## src/rtl/qam_symbol_mapper_pkg.sv

```systemverilog
// Shared types and constants for the QAM symbol mapper: modulation codes,
// symbols per word, slicer states and the 16QAM Gray pair-to-level map.
package qam_pkg;

  localparam logic MOD_QPSK  = 1'b0;
  localparam logic MOD_16QAM = 1'b1;

  localparam int SYMS_QPSK  = 8;
  localparam int SYMS_16QAM = 4;

  typedef enum logic [1:0] {
    IDLE      = 2'd0,
    RUN       = 2'd1,
    LOAD_NEXT = 2'd2
  } slicerState_e;

  // Gray-coded bit pair to constellation level in units of LEVEL_STEP.
  function automatic logic signed [2:0] grayLevel(input logic [1:0] pair);
    case (pair)
      2'b00:   grayLevel = -3'sd3;
      2'b01:   grayLevel = -3'sd1;
      2'b11:   grayLevel = 3'sd1;
      default: grayLevel = 3'sd3;
    endcase
  endfunction

endpackage

```

## src/rtl/qam_symbol_mapper_if.sv

```systemverilog
// Word input / symbol output bundle of the QAM symbol mapper.
// QAM_MAP_STATS_EN adds the symbol and underrun statistics counters.
interface qam_symbol_mapper_if #(
  parameter int OUT_W = 8
);
  logic                    word_valid;
  logic [15:0]             word_in;
  logic                    mod_sel;
  logic                    sym_tick;
  logic signed [OUT_W-1:0] i_out;
  logic signed [OUT_W-1:0] q_out;
  logic                    sym_valid;
  logic                    underrun;
  logic                    overflow;
`ifdef QAM_MAP_STATS_EN
  logic [15:0]             sym_count;
  logic [7:0]              underrun_count;

  modport master (
    output word_valid, word_in, mod_sel, sym_tick,
    input  i_out, q_out, sym_valid, underrun, overflow, sym_count, underrun_count
  );
  modport slave (
    input  word_valid, word_in, mod_sel, sym_tick,
    output i_out, q_out, sym_valid, underrun, overflow, sym_count, underrun_count
  );
`else
  modport master (
    output word_valid, word_in, mod_sel, sym_tick,
    input  i_out, q_out, sym_valid, underrun, overflow
  );
  modport slave (
    input  word_valid, word_in, mod_sel, sym_tick,
    output i_out, q_out, sym_valid, underrun, overflow
  );
`endif
endinterface

```

## src/rtl/qam_symbol_mapper_word_fifo2.sv

```systemverilog
// Two-entry 16-bit word FIFO; the head word is visible combinationally so a
// word can be popped in the cycle after it was written.
module qam_word_fifo2 (
  input  logic        clk,
  input  logic        rst_n,
  input  logic        push_i,
  input  logic        pop_i,
  input  logic [15:0] data_i,
  output logic [15:0] data_o,
  output logic [1:0]  count_o,
  output logic        full_o,
  output logic        empty_o
);

  logic [15:0] mem_q [2];
  logic        wrPtr_q, rdPtr_q;
  logic [1:0]  count_q;
  logic        pushOk, popOk;

  assign full_o  = (count_q == 2'd2);
  assign empty_o = (count_q == 2'd0);
  assign count_o = count_q;
  assign data_o  = mem_q[rdPtr_q];

  // A push into a full FIFO is still taken when the head leaves in the same cycle.
  assign popOk  = pop_i && !empty_o;
  assign pushOk = push_i && (!full_o || popOk);

  always_ff @(posedge clk) begin
    if (pushOk) mem_q[wrPtr_q] <= data_i;
  end

  always_ff @(posedge clk or negedge rst_n) begin
    if (!rst_n) begin
      wrPtr_q <= 1'b0;
      rdPtr_q <= 1'b0;
      count_q <= 2'd0;
    end else begin
      if (pushOk) wrPtr_q <= ~wrPtr_q;
      if (popOk)  rdPtr_q <= ~rdPtr_q;
      case ({pushOk, popOk})
        2'b10:   count_q <= count_q + 2'd1;
        2'b01:   count_q <= count_q - 2'd1;
        default: count_q <= count_q;
      endcase
    end
  end

endmodule

```

## src/rtl/qam_symbol_mapper.sv

```systemverilog
// QPSK/16QAM symbol mapper: buffers 16-bit words and emits Gray-mapped I/Q
// amplitudes, LSB first, one symbol per sym_tick. Option: QAM_MAP_STATS_EN.
module qam_symbol_mapper
  import qam_pkg::*;
#(
  parameter int OUT_W      = 8,
  parameter int LEVEL_STEP = 32
) (
  input logic                clk,
  input logic                rst_n,
  qam_symbol_mapper_if.slave bus
);

  localparam logic signed [OUT_W-1:0] AMP2 = OUT_W'(2 * LEVEL_STEP);

  slicerState_e            state_q, state_d;
  logic [15:0]             shiftReg_q, shiftReg_d;
  logic                    mode_q, mode_d;
  logic [2:0]              symIdx_q, symIdx_d;
  logic signed [OUT_W-1:0] iOut_q, iOut_d, qOut_q, qOut_d;
  logic                    symValid_q, symValid_d;
  logic                    underrun_q, underrun_d;
  logic                    overflow_q, overflow_d;

  logic        fifoPush, fifoPop, fifoFull, fifoEmpty;
  logic [1:0]  fifoCount;
  logic [15:0] fifoData;

  logic [15:0]             srcWord;
  logic                    srcMode;
  logic signed [OUT_W-1:0] mapI, mapQ;

  assign fifoPush = bus.word_valid && (!fifoFull || fifoPop);

  qam_word_fifo2 u_fifo (
    .clk     (clk),
    .rst_n   (rst_n),
    .push_i  (fifoPush),
    .pop_i   (fifoPop),
    .data_i  (bus.word_in),
    .data_o  (fifoData),
    .count_o (fifoCount),
    .full_o  (fifoFull),
    .empty_o (fifoEmpty)
  );

  // While running, the current symbol sits in the low bits of the shift register;
  // otherwise it comes straight from the FIFO head with the live mod_sel.
  always_comb begin
    srcWord = (state_q == RUN) ? shiftReg_q : fifoData;
    srcMode = (state_q == RUN) ? mode_q : bus.mod_sel;
    if (srcMode == MOD_QPSK) begin
      mapI = srcWord[0] ? AMP2 : -AMP2;
      mapQ = srcWord[1] ? AMP2 : -AMP2;
    end else begin
      mapI = OUT_W'(int'(grayLevel(srcWord[1:0])) * LEVEL_STEP);
      mapQ = OUT_W'(int'(grayLevel(srcWord[3:2])) * LEVEL_STEP);
    end
  end

  always_comb begin
    state_d    = state_q;
    shiftReg_d = shiftReg_q;
    mode_d     = mode_q;
    symIdx_d   = symIdx_q;
    iOut_d     = iOut_q;
    qOut_d     = qOut_q;
    symValid_d = 1'b0;
    underrun_d = 1'b0;
    fifoPop    = 1'b0;
    overflow_d = overflow_q ||
                 (bus.word_valid && (fifoCount == 2'd2) && !fifoPop);
    if (bus.sym_tick) begin
      if (state_q == RUN) begin
        iOut_d     = mapI;
        qOut_d     = mapQ;
        symValid_d = 1'b1;
        shiftReg_d = (mode_q == MOD_QPSK) ? (shiftReg_q >> 2) : (shiftReg_q >> 4);
        if (symIdx_q == ((mode_q == MOD_QPSK) ? 3'(SYMS_QPSK - 1) : 3'(SYMS_16QAM - 1)))
          state_d = LOAD_NEXT;
        else
          symIdx_d = symIdx_q + 3'd1;
      end else if (!fifoEmpty) begin
        fifoPop    = 1'b1;
        mode_d     = bus.mod_sel;
        iOut_d     = mapI;
        qOut_d     = mapQ;
        symValid_d = 1'b1;
        shiftReg_d = (bus.mod_sel == MOD_QPSK) ? (fifoData >> 2) : (fifoData >> 4);
        symIdx_d   = 3'd1;
        state_d    = RUN;
      end else begin
        underrun_d = 1'b1;
        iOut_d     = '0;
        qOut_d     = '0;
        state_d    = IDLE;
      end
      overflow_d = overflow_q ||
                   (bus.word_valid && (fifoCount == 2'd2) && !fifoPop);
    end
  end

  always_ff @(posedge clk or negedge rst_n) begin
    if (!rst_n) begin
      state_q    <= IDLE;
      shiftReg_q <= '0;
      mode_q     <= MOD_QPSK;
      symIdx_q   <= '0;
      iOut_q     <= '0;
      qOut_q     <= '0;
      symValid_q <= 1'b0;
      underrun_q <= 1'b0;
      overflow_q <= 1'b0;
    end else begin
      state_q    <= state_d;
      shiftReg_q <= shiftReg_d;
      mode_q     <= mode_d;
      symIdx_q   <= symIdx_d;
      iOut_q     <= iOut_d;
      qOut_q     <= qOut_d;
      symValid_q <= symValid_d;
      underrun_q <= underrun_d;
      overflow_q <= overflow_d;
    end
  end

  assign bus.i_out     = iOut_q;
  assign bus.q_out     = qOut_q;
  assign bus.sym_valid = symValid_q;
  assign bus.underrun  = underrun_q;
  assign bus.overflow  = overflow_q;

`ifdef QAM_MAP_STATS_EN
  logic [15:0] symCount_q;
  logic [7:0]  underrunCount_q;

  // Counters advance on the same edge that raises sym_valid / underrun.
  always_ff @(posedge clk or negedge rst_n) begin
    if (!rst_n) begin
      symCount_q      <= '0;
      underrunCount_q <= '0;
    end else begin
      if (symValid_d) symCount_q <= symCount_q + 16'd1;
      if (underrun_d && (underrunCount_q != 8'hFF)) underrunCount_q <= underrunCount_q + 8'd1;
    end
  end

  assign bus.sym_count      = symCount_q;
  assign bus.underrun_count = underrunCount_q;
`endif

endmodule
```

## src/flat_wrapper.sv

```systemverilog
// flat-port wrapper written by rule: the top's interface ports become plain ports
module qam_symbol_mapper_flat import qam_pkg::*;
#(
  parameter int OUT_W      = 8,
  parameter int LEVEL_STEP = 32
)
  (clk, rst_n, bus_word_valid, bus_word_in, bus_mod_sel, bus_sym_tick, bus_i_out, bus_q_out, bus_sym_valid, bus_underrun, bus_overflow);
  qam_symbol_mapper_if #(.OUT_W(OUT_W)) bus_i ();
  input logic clk;
  input logic rst_n;
  input wire logic [$bits(bus_i.word_valid)-1:0] bus_word_valid;
  input wire logic [$bits(bus_i.word_in)-1:0] bus_word_in;
  input wire logic [$bits(bus_i.mod_sel)-1:0] bus_mod_sel;
  input wire logic [$bits(bus_i.sym_tick)-1:0] bus_sym_tick;
  output wire logic [$bits(bus_i.i_out)-1:0] bus_i_out;
  output wire logic [$bits(bus_i.q_out)-1:0] bus_q_out;
  output wire logic [$bits(bus_i.sym_valid)-1:0] bus_sym_valid;
  output wire logic [$bits(bus_i.underrun)-1:0] bus_underrun;
  output wire logic [$bits(bus_i.overflow)-1:0] bus_overflow;
  assign bus_i.word_valid = bus_word_valid;
  assign bus_i.word_in = bus_word_in;
  assign bus_i.mod_sel = bus_mod_sel;
  assign bus_i.sym_tick = bus_sym_tick;
  assign bus_i_out = bus_i.i_out;
  assign bus_q_out = bus_i.q_out;
  assign bus_sym_valid = bus_i.sym_valid;
  assign bus_underrun = bus_i.underrun;
  assign bus_overflow = bus_i.overflow;
  qam_symbol_mapper #(.OUT_W(OUT_W), .LEVEL_STEP(LEVEL_STEP)) u_core (.clk(clk), .rst_n(rst_n), .bus(bus_i));
endmodule
```

## config.mk

```make
export PLATFORM = sky130hd
export DESIGN_NAME = qam_symbol_mapper_flat
export DESIGN_NICKNAME = d
export VERILOG_FILES = /design/src/rtl/qam_symbol_mapper_pkg.sv /design/src/rtl/qam_symbol_mapper_if.sv /design/src/rtl/qam_symbol_mapper_word_fifo2.sv /design/src/rtl/qam_symbol_mapper.sv /design/src/flat_wrapper.sv
export SDC_FILE = /design/constraint.sdc
export NUM_CORES = 1
export LEC_CHECK = 0
export ABC_AREA = 1
export BUFFER_PORTS_ARGS = -buffer_cell sky130_fd_sc_hd__clkbuf_2
export CELL_PAD_IN_SITES_DETAIL_PLACEMENT = 1
export CELL_PAD_IN_SITES_GLOBAL_PLACEMENT = 1
export CORE_UTILIZATION = 47
export CTS_CLUSTER_DIAMETER = 50
export DETAILED_ROUTE_END_ITERATION = 10
export PLACE_DENSITY = 0.81
export SYNTH_ARGS = -nofsm -noshare
export SYNTH_HDL_FRONTEND = slang
export SYNTH_HIERARCHICAL = 1
export SYNTH_SLANG_ARGS = --single-unit
export TNS_END_PERCENT = 100
```

## constraint.sdc

```tcl
create_clock -name clk -period 5.05 [get_ports clk]
set_input_delay 1.01 -clock clk [delete_from_list [all_inputs] [get_ports clk]]
set_output_delay 1.01 -clock clk [all_outputs]
set_load 0.01 [all_outputs]
```

==> results.py, run 1 <==
metrics = {
    "detailed_routing": {
        "vias": 2408,
        "firstDrtPassIters": 9,
        "drt-initial-drc-count": 125,
        "wl_per_cell_um": 14.2,
        "ant_nets": 0,
        "routed_wl_mm": 6.70,
        "drc_errors": 1,
        "viasPerCell": 5.12,
    },
    "sta": {
        "hold_viol": 0,
        "worst_pin_slew_ns": 0.831,
        "clock.fmax_mhz": 389,
        "finalSetupViolCount": 0,
        "tns_ns": 0,
        "maxSlewHeadroom_pct": 44.6,
        "drv_slew": 0,
        "rsz0062_at_grt": "no",
        "fin_ws_ns": 2.48,
        "finClkSkew_ns": 0.0101,
        "min_period_ns": 2.57,
        "post-route-period-util_pct": 50.9,
    },
    "critical_path": {
        "rrSetupSlack_ns": 2.68,
        "worst_ep_arrival_time_ns": 2.55,
        "cp_max_fo": 16,
        "max_stage_delay_ns": 0.51,
        "cp.required_ns": 5.03,
        "critPathCaptureType": "register",
        "path_class": "in -> reg",
        "cpMostUsedCell": "inv_1",
        "r2r-end": "u_core/u_fifo/mem_q[0][14]$_DFFE_PP_",
        "slowest_stage": "inv_1",
        "reg2reg_from": "u_core/state_q[0]$_DFFE_PN0P_",
        "crit_path_start_kind": "input pin",
        "r2r_cells": 7,
        "crit_path_cell_trace": "clkbuf_2, inv_2, nor3_4, inv_1, a21boi_0, nand3_1, inv_1",
    },
    "die": {
        "die_area_um2": 7200,
        "die_x_um": 84.8,
        "core_area_um2": 6490,
        "start_util_pct": 49.6,
        "die_y_um": 84.8,
        "io_pins": 40,
        "rows": 29,
    },
    "cts": {
        "htreeDepth": 3,
        "clock-sinks": 64,
        "cts-hold-fix-buffers": 0,
        "cts_inserted_buffers": 9,
        "cts_resized": 0,
        "cts_root_buf": "clkbuf_8",
        "clkTransAtPathRegs_ns": 0.07,
        "tritoncts": "done",
        "postCtsSetupBuffers": 0,
        "clk_latency_ns": 0.35,
        "clockBufferDepth": 2,
    },
    "synth": {
        "synth_top_flop_cell": "edfxtp_1",
        "yosys.cell_types.count": 34,
        "synth_area_leaders": "edfxtp_1 30%, dfrtp_1 25%, nand2_1 17%",
        "synth_edf_count": 32,
        "synthTopCellsByCount": "143 x nand2_1, 32 x dfrtp_1, 32 x edfxtp_1",
        "syn_area_per_cell_um2": 8.88,
        "synth_top_cell_by_area": "edfxtp_1",
        "synth_top_area_share_pct": 29.8,
        "yosysSeqAreaShare_pct": 54.6,
        "async_flop_share_pct": 50.0,
        "yosys_register_bits": 64,
        "yosysWarnings": 6,
        "synth_area_um2": 3220,
        "yosys.cell_count.top_type": "nand2_1",
        "netlist_instances": 363,
    },
    "placement": {
        "numPortBuffers": 29,
        "routabilityCongestion": 0.776,
        "placedCellCount": 454,
        "place_hpwl_mm": 4.78,
        "post-place-ws_ns": 2.08,
    },
    "finish": {
        "finalNonFillerCells": 470,
        "final_layout_size_suffix_gt1_share_pct": 14.8,
        "final_util_pct": 53.8,
        "area_delta_synth_final_pct": 8.30,
        "nets": 411,
        "diodes": 0,
    },
    "grt": {
        "grt_pass1_vias": 2436,
        "antenna_found_initial": 0,
        "track_usage_pct": 21.1,
        "grt_pass1_wl_mm": 11.5,
        "overflow": 0,
        "grt_start_max_net_pins": 33,
    },
    "min_path": {
        "hold_end": "u_core/bus.i_out[7]$_DFFE_PN0P_",
        "worstHoldStart": "u_core/bus.i_out[7]$_DFFE_PN0P_",
        "hold_class": "reg -> reg",
        "hold_depth": 2,
    },
    "power_and_ir_drop": {
        "total_power_mw": 2.20,
        "power.density_nw_per_um2": 630,
        "p_leak_nw": 1.67,
        "ir_drop_mv": 0.382,
    },
    "status": {
        "violations": "DRC",
        "outcome": "finished, violations left",
    },
    "flow_run": {
        "drv_cap": 0,
    },
}
metrics by stage:
stage          area [um^2]  hold WS, ns
2_1_floorplan         3260        0.442
3_3_place_gp          3300        0.461
3_5_place_dp          3300        0.465
4_1_cts               3490        0.485
5_1_grt               3490        0.508
6_report              3490        0.480
metal layers:
layer	vias up	track usage [%]	share of wire [%]
met2	46	35.4	48
met3	12	4.18	3.0
met5	-	0	0
met1	1140	26.9	47
li1	1210	-	-
met4	0	9.24	1.8
critical path, delay by kind of cell:
family | cells | cell delay [ns]
compound gates | 1 | 0.30
simple gates | 2 | 0.39
buf+inv | 4 | 0.83
logic make-up (layout without fill, tap and decap cells):
logic type	after synthesis	in the layout	share of synthesized area, %
AO/OA/AOI/OAI	48	48	9.51
XOR/XNOR	2	2	0.543
adder cells (fa/ha/maj)	2	2	0.776
buffers and inverters	58	79	10.4
flip-flops	64	64	54.6
other	1	10	0.116
AND/OR/NAND/NOR	188	188	24.1
registers in the layout, indices dropped and copies added, names as in the netlist:
register / cells
u_core/shiftReg_q: 14
u_core/u_fifo/rdPtr_q: 1
u_core/bus.sym_valid: 1
u_core/state_q: 2
u_core/u_fifo/count_o: 2
u_core/bus.overflow: 1
u_core/bus.i_out: 3
u_core/u_fifo/wrPtr_q: 1
u_core/u_fifo/mem_q: 32
u_core/mode_q: 1
u_core/symIdx_q: 3
u_core/bus.q_out: 2
u_core/bus.underrun: 1
layout make-up:
type / count / area, um^2
Clock buffer: 12 / 145
Clock inverter: 4 / 45.0
Fill cell: 789 / 3000
Inverter: 33 / 129
Multi-Input combinational cell: 250 / 1160
Sequential cell: 64 / 1760
Tap cell: 77 / 96.3
Timing Repair Buffer: 30 / 153
placed cells by master (no fill, tap or decap), types with 3 or more instances in the layout:
cell,Yosys,routed
edfxtp_1,32,32
conb_1,1,10
inv_2,3,3
clkinv_2,0,3
inv_1,28,28
o21ai_0,19,19
nor2_1,19,19
a31oi_1,4,4
o21ai_1,5,5
clkbuf_2,0,29
o211ai_1,14,14
dfrtp_1,32,32
clkbuf_8,0,10
nand3_1,16,16
nand2_1,143,143
worst max path at each step:
stage	slack [ns]	from	cells past startpoint	to
global route	2.29	bus_sym_tick	7	u_core/u_fifo/mem_q[0][7]$_DFFE_PP_
global placement	2.23	bus_sym_tick	7	u_core/u_fifo/mem_q[0][13]$_DFFE_PP_
detailed placement	2.08	bus_sym_tick	7	u_core/u_fifo/mem_q[0][8]$_DFFE_PP_
floorplan	2.25	bus_sym_tick	6	u_core/u_fifo/mem_q[1][0]$_DFFE_PP_
finish	2.48	bus_sym_tick	7	u_core/u_fifo/mem_q[0][14]$_DFFE_PP_
CTS	2.45	bus_sym_tick	7	u_core/u_fifo/mem_q[0][10]$_DFFE_PP_
power by group:
group | switching (mW) | leakage [nW] | total [mW] | internal (mW)
sequential | 0.152 | 0.685 | 0.898 | 0.746
clock | 0.197 | 0.100 | 0.436 | 0.239
combinational | 0.576 | 0.882 | 0.866 | 0.290
total | 0.925 | 1.67 | 2.20 | 1.27
(Power assumes the default switching activity.)
==> run 2, diff against run 1 <==
- ABC_AREA: 1 -> 0
- CORE_UTILIZATION: 47 -> 48
- PLACE_DENSITY: 0.81 -> 0.76
- clock period: 5.05 -> 2.6 ns (I/O delays scaled with it)
==> run 2 against run 1 <==
Net effect: via count down 24%; die area down 1.4%; area after synthesis up 0.66%; power grew 98%; core utilization up 2.1 points; the run still ends with DRC left; routed wire length shrank 16%; hold slack worse by 0.22 ns; critical endpoint is now u_core/u_fifo/count_o[1]$_DFFE_PN0P_; largest power group unchanged; first-iteration DRC count shrank 54%; synthesized cell count down 38%; count of clock-buffer cells in the layout fell by 2; sequential cell count is the same; sequential power rose by 92%.
==> results.py, run 2 <==
metrics = {
    "placement": {
        "numPortBuffers": 29,
        "routabilityCongestion": 0.682,
        "dpl-instance-area_um2": 3350,
        "place_hpwl_mm": 3.72,
        "placedCellCount": 322,
        "post-place-ws_ns": 0.434,
    },
    "synth": {
        "synth_top_family_by_area": "multiplexers",
        "synth_edf_count": 32,
        "async_flop_share_pct": 50.0,
        "synth_xor_area_share_pct": 2.97,
        "synth_top_area_share_pct": 29.6,
        "synth_area_um2": 3250,
        "synth_top_cell_by_area": "edfxtp_1",
        "synthMuxAreaShare_pct": 24.1,
        "yosys.cell_count.top_type": "mux2i_1",
        "synth_simple_gate_area_share_pct": 5.24,
        "synth_compound_area_share_pct": 5.32,
        "synth_top_flop_cell": "edfxtp_1",
        "yosysSeqAreaShare_pct": 54.3,
        "yosys_register_bits": 64,
        "synthAdderAreaFrac_pct": 0.771,
        "yosys.cell_types.count": 42,
        "netlist_instances": 225,
        "syn_area_per_cell_um2": 14.4,
        "synth_area_leaders": "edfxtp_1 30%, dfrtp_1 25%, mux2i_1 12%",
        "yosysWarnings": 6,
        "synthTopCellsByCount": "38 x mux2i_1, 32 x dfrtp_1, 32 x edfxtp_1",
    },
    "finish": {
        "final_cell_mix": "38 x mux2i_1, 32 x dfrtp_1, 32 x edfxtp_1",
        "top_regs": "u_core/u_fifo/mem_q (32), u_core/shiftReg_q (14)",
        "nets": 279,
        "largest_register_ffs": 32,
        "final_layout_size_suffix_gt1_share_pct": 33.3,
        "fin_area_um2": 3590,
        "area_delta_synth_final_pct": 10.6,
        "final_common_cell": "mux2i_1",
        "regMostFlops": "u_core/u_fifo/mem_q",
        "diodes": 0,
        "finalNonFillerCells": 338,
        "nFillCells": 649,
    },
    "critical_path": {
        "path_class": "reg -> reg",
        "critPathTopFamily": "compound AO/OA/AOI/OAI gates",
        "cpMostUsedCell": "nor2_1",
        "cp.required_ns": 2.87,
        "slowest_stage": "dfrtp_1",
        "reg2reg_from": "u_core/u_fifo/count_o[1]$_DFFE_PN0P_",
        "max_stage_delay_ns": 0.44,
        "crit_path_start_kind": "register",
        "worst_ep_arrival_time_ns": 2.41,
        "startpoint": "u_core/u_fifo/count_o[1]$_DFFE_PN0P_",
        "critPathCaptureType": "register",
        "cp_max_fo": 5,
        "crit_path_cell_trace": "nor2_1, inv_1, nand3_1, a21boi_0, o21ai_4, ha_1, nor2_1, xor2_1",
        "critical_path_buf_inv_count": 1,
    },
    "status": {
        "violations": "DRC",
        "outcome": "finished, violations left",
    },
    "die": {
        "die_x_um": 84.2,
        "io_pins": 40,
        "core_area_um2": 6420,
        "rows": 29,
        "die_y_um": 84.2,
        "die_area_um2": 7090,
        "start_util_pct": 50.5,
    },
    "sta": {
        "finalSetupViolCount": 0,
        "rsz0062_at_grt": "no",
        "hold_viol": 0,
        "worst_pin_slew_ns": 0.984,
        "fin_ws_ns": 0.457,
        "post-route-period-util_pct": 82.4,
        "tns_ns": 0,
        "clock.fmax_mhz": 467,
        "min_period_ns": 2.14,
        "maxSlewHeadroom_pct": 34.4,
        "drv_slew": 0,
        "finClkSkew_ns": 0.0137,
    },
    "grt": {
        "overflow": 0,
        "grt_start_max_net_pins": 33,
        "track_usage_pct": 17.4,
        "grt_pass1_wl_mm": 9.28,
        "grt_pass1_vias": 1911,
        "antenna_found_initial": 0,
    },
    "cts": {
        "cts_root_buf": "clkbuf_8",
        "cts_resized": 0,
        "clock-sinks": 64,
        "tritoncts": "done",
        "cts-hold-fix-buffers": 0,
        "htreeDepth": 3,
        "clockBufferDepth": 2,
        "postCtsSetupBuffers": 0,
        "clkTransAtPathRegs_ns": 0.07,
        "cts_inserted_buffers": 9,
        "clk_latency_ns": 0.35,
    },
    "min_path": {
        "hold_class": "in -> async",
    },
    "detailed_routing": {
        "viasPerCell": 5.43,
        "drc_errors": 6,
        "firstDrtPassIters": 7,
        "ant_nets": 0,
        "vias": 1836,
        "routed_wl_mm": 5.61,
        "drt-initial-drc-count": 57,
        "wl_per_cell_um": 16.6,
    },
    "flow_run": {
        "drv_cap": 0,
    },
    "power_and_ir_drop": {
        "p_leak_nw": 1.57,
        "ir_drop_mv": 0.512,
        "power.density_nw_per_um2": 1220,
    },
}
==> run 2: cell count changes after synthesis, moves of 5 or more <==
cell / before / now
nand3_1: 16 / 8
o21ai_1: 5 / 0
inv_1: 28 / 8
o211ai_1: 14 / 0
mux2_2: 0 / 17
mux2_4: 0 / 14
xnor2_1: 1 / 8
o21ai_0: 19 / 2
nor2_1: 19 / 6
nand2_1: 143 / 2
mux2i_1: 0 / 38
==> run 2: cell type report <==
class,instances,area [um^2],share of cell area (%)
Timing Repair Buffer,33,175,4.88
Clock buffer,10,128,3.56
Clock inverter,6,108,3.00
Sequential cell,64,1760,49.1
Tap cell,77,96.3,2.68
Multi-Input combinational cell,139,1280,35.8
Inverter,9,36.3,1.01
==> run 2: stage by stage <==
step / power (mW) / utilization (%) / hold slack (ns)
2_1_floorplan: 3.11 / - / 0.224
3_3_place_gp: 3.34 / 52.2 / 0.467
3_5_place_dp: 3.38 / 52.2 / 0.457
4_1_cts: 4.42 / 55.9 / 0.276
5_1_grt: 4.64 / 55.9 / 0.324
6_report: 4.37 / 55.9 / 0.259
==> run 2: final timing paths <==
kind / endpoint / slack, ns / depth (start not counted)
max reg2reg: u_core/u_fifo/count_o[1]$_DFFE_PN0P_ / 0.46 / 8
max: u_core/u_fifo/count_o[1]$_DFFE_PN0P_ / 0.46 / 8
min in group clk: u_core/u_fifo/mem_q[0][14]$_DFFE_PP_ / 0.37 / 1
max in group asynchronous: u_core/bus.i_out[7]$_DFFE_PN0P_ / 1.82 / 1
min reg2reg: u_core/bus.i_out[6]$_DFFE_PN0P_ / 0.49 / 1
min: u_core/bus.i_out[5]$_DFFE_PN0P_ / 0.26 / 1
==> run 2: metal layers <==
metal	track usage (%)	up-vias	share of wire, %
met5	0	-	0
met4	9.09	0	1.9
met3	5.01	9	4.3
met2	27.5	44	47
met1	21.8	914	47
li1	-	869	-
==> run 2: where the power goes <==
group / internal [mW] / switching, mW / leakage (nW) / total, mW
registers: 1.43 / 0.284 / 0.684 / 1.72
clock network: 0.634 / 0.387 / 0.116 / 1.02
logic: 0.856 / 0.772 / 0.765 / 1.63
==> run 2: kinds of logic after synthesis <==
| logic type | count (synthesis) |
|---|---|
| multiplexers | 69 |
| flip-flops | 64 |
| buffers and inverters | 31 |
| AND/OR/NAND/NOR | 27 |
| AO/OA/AOI/OAI | 20 |
| XOR/XNOR | 11 |
| adder cells (fa/ha/maj) | 2 |
| other | 1 |
==> run 3, diff against run 2 <==
- ABC_AREA: 0 -> 1
- CORE_UTILIZATION: 48 -> 44
- clock period: 2.6 -> 2.05 ns (I/O delays scaled with it)
==> run 3 against run 2 <==
Net effect: critical endpoint unchanged; hold slack got worse by 0.21 ns; worst setup slack got worse by 0.24 ns; final area rose by 1.8%; register-to-register slack got worse by 0.24 ns; the flow now finishes without violations.
==> results.py, run 3 (same netlist as run 1, synthesis figures left out) <==
metrics = {
    "grt": {
        "grt_pass1_vias": 2560,
        "track_usage_pct": 20.9,
        "antenna_found_initial": 0,
        "grt_pass1_wl_mm": 11.8,
        "grt_start_max_net_pins": 25,
        "overflow": 0,
    },
    "sta": {
        "rsz0062_at_grt": "no",
        "post-route-period-util_pct": 89.7,
        "finalSetupViolCount": 0,
        "tns_ns": 0,
        "min_period_ns": 1.84,
        "hold_viol": 0,
        "maxSlewHeadroom_pct": 61.7,
        "clock.fmax_mhz": 544,
        "drv_slew": 0,
        "finClkSkew_ns": 0.00936,
        "fin_ws_ns": 0.212,
        "worst_pin_slew_ns": 0.575,
    },
    "finish": {
        "final_cell_mix": "143 x nand2_1, 32 x dfrtp_1, 32 x edfxtp_1",
        "final_layout_size_suffix_gt1_share_pct": 18.1,
        "final_common_cell": "nand2_1",
        "diodes": 0,
        "top_regs": "u_core/u_fifo/mem_q (32), u_core/shiftReg_q (14)",
        "largest_register_ffs": 32,
        "nets": 427,
        "nFillCells": 846,
        "area_delta_synth_final_pct": 13.3,
        "regMostFlops": "u_core/u_fifo/mem_q",
    },
    "detailed_routing": {
        "ant_nets": 0,
        "routed_wl_mm": 6.97,
        "firstDrtPassIters": 4,
        "viasPerCell": 4.84,
        "vias": 2443,
        "drc_errors": 0,
        "drt-initial-drc-count": 113,
        "wl_per_cell_um": 13.8,
    },
    "power_and_ir_drop": {
        "clkPwrFrac_pct": 18.2,
        "seq_power_share_pct": 37.4,
        "switching_power_mw": 2.33,
        "swShare_pct": 41.4,
        "power.density_nw_per_um2": 1540,
        "combPwrFrac_pct": 44.5,
        "p_leak_nw": 1.75,
        "p_int_mw": 3.29,
        "ir_drop_mv": 0.653,
    },
    "die": {
        "die_x_um": 87.6,
        "rows": 30,
        "die_y_um": 87.6,
        "start_util_pct": 46.4,
        "core_area_um2": 6940,
        "io_pins": 40,
        "die_area_um2": 7670,
    },
    "critical_path": {
        "reg2reg_from": "u_core/u_fifo/count_o[1]$_DFFE_PN0P_",
        "cp_max_fo": 5,
        "r2r-end": "u_core/u_fifo/count_o[1]$_DFFE_PN0P_",
        "worst_ep_arrival_time_ns": 2.07,
        "startpoint": "u_core/u_fifo/count_o[1]$_DFFE_PN0P_",
        "crit_path_start_kind": "register",
        "critPathCaptureType": "register",
        "cp-endpoint": "u_core/u_fifo/count_o[1]$_DFFE_PN0P_",
        "cp.required_ns": 2.28,
        "path_class": "reg -> reg",
        "rrSetupSlack_ns": 0.21,
        "r2r_cells": 10,
    },
    "cts": {
        "cts_resized": 0,
        "postCtsSetupBuffers": 0,
        "clock-sinks": 64,
        "clockBufferDepth": 2,
        "tritoncts": "done",
        "clkTransAtPathRegs_ns": 0.07,
        "clk_latency_ns": 0.34,
        "cts-hold-fix-buffers": 0,
        "cts_root_buf": "clkbuf_8",
        "htreeDepth": 3,
        "cts_inserted_buffers": 9,
    },
    "placement": {
        "routabilityCongestion": 0.786,
        "numPortBuffers": 29,
        "place_hpwl_mm": 5.28,
        "post-place-ws_ns": 0.0824,
    },
    "status": {
        "outcome": "completed",
    },
    "min_path": {
        "hold_class": "in -> async",
    },
    "flow_run": {
        "drv_cap": 0,
    },
}
[run 3: cell count changes in the layout (fill, tap and decap cells not counted), moves of 12 or more]
cell / previous run / this run
o211ai_1: 0 / 14
nand2_1: 2 / 143
nor2_1: 6 / 18
inv_1: 8 / 28
mux2_4: 14 / 0
mux2_2: 17 / 0
o21ai_0: 2 / 19
mux2i_1: 38 / 0
[run 3: worst min-delay path by stage]
stage | slack (ns) | cells after the start | startpoint | to
global route | 0.09 | 1 | rst_n | u_core/shiftReg_q[9]$_DFFE_PN0P_
floorplan | 0.11 | 0 | rst_n | u_core/bus.i_out[5]$_DFFE_PN0P_
finish | 0.05 | 1 | rst_n | u_core/bus.sym_valid$_DFF_PN0_
detailed placement | 0.44 | 1 | rst_n | u_core/bus.sym_valid$_DFF_PN0_
global placement | 0.44 | 1 | rst_n | u_core/bus.sym_valid$_DFF_PN0_
CTS | 0.07 | 1 | rst_n | u_core/bus.sym_valid$_DFF_PN0_
[run 3: cell type report]
cell class	count	area (um^2)	area share [%]
Tap cell	96	120	3.29
Sequential cell	64	1760	48.2
Timing Repair Buffer	46	298	8.15
Inverter	33	129	3.53
Multi-Input combinational cell	250	1160	31.9
Clock inverter	5	48.8	1.34
Clock buffer	11	131	3.60
[run 3: critical path, cell delays in order, from the launching register on]
cell and delay (ns):
dfrtp_1 0.43, nor2_2 0.09, nor3_4 0.19, inv_1 0.08
a21boi_1 0.22, nand2_2 0.12, ha_1 0.33, inv_1 0.09
nand3_1 0.08, nand2_1 0.06, nand2_1 0.05
[run 3: power by group through the flow]
stage | Clock [mW] | Sequential (mW) | Combinational [mW]
CTS | 1.05 | 2.10 | 2.54
global route | 1.10 | 2.14 | 2.86
global placement | 0 | 2.10 | 2.43
floorplan | 0 | 2.09 | 1.86
detailed placement | 0 | 2.13 | 2.52
finish | 1.02 | 2.10 | 2.50
[run 3: metrics by stage]
step | hold slack, ns | std cells | total power [mW] | instance area, um^2 | utilization [%]
2_1_floorplan | 0.114 | 372 | 3.96 | 3260 | -
3_3_place_gp | 0.443 | 489 | 4.53 | 3470 | 50.0
3_5_place_dp | 0.441 | 489 | 4.65 | 3470 | 50.0
4_1_cts | 0.0720 | 505 | 5.68 | 3650 | 52.6
5_1_grt | 0.0928 | 505 | 6.10 | 3650 | 52.6
6_report | 0.0529 | 505 | 5.61 | 3650 | 52.6
[run 3: metal layers]
| layer | share of wire, % | GRT usage [%] | vias up |
|---|---|---|---|
| li1 | - | - | 1237 |
| met1 | 46 | 26.5 | 1158 |
| met2 | 50 | 34.9 | 39 |
| met3 | 2.5 | 4.05 | 9 |
| met4 | 1.6 | 9.39 | 0 |
| met5 | 0 | 0 | - |
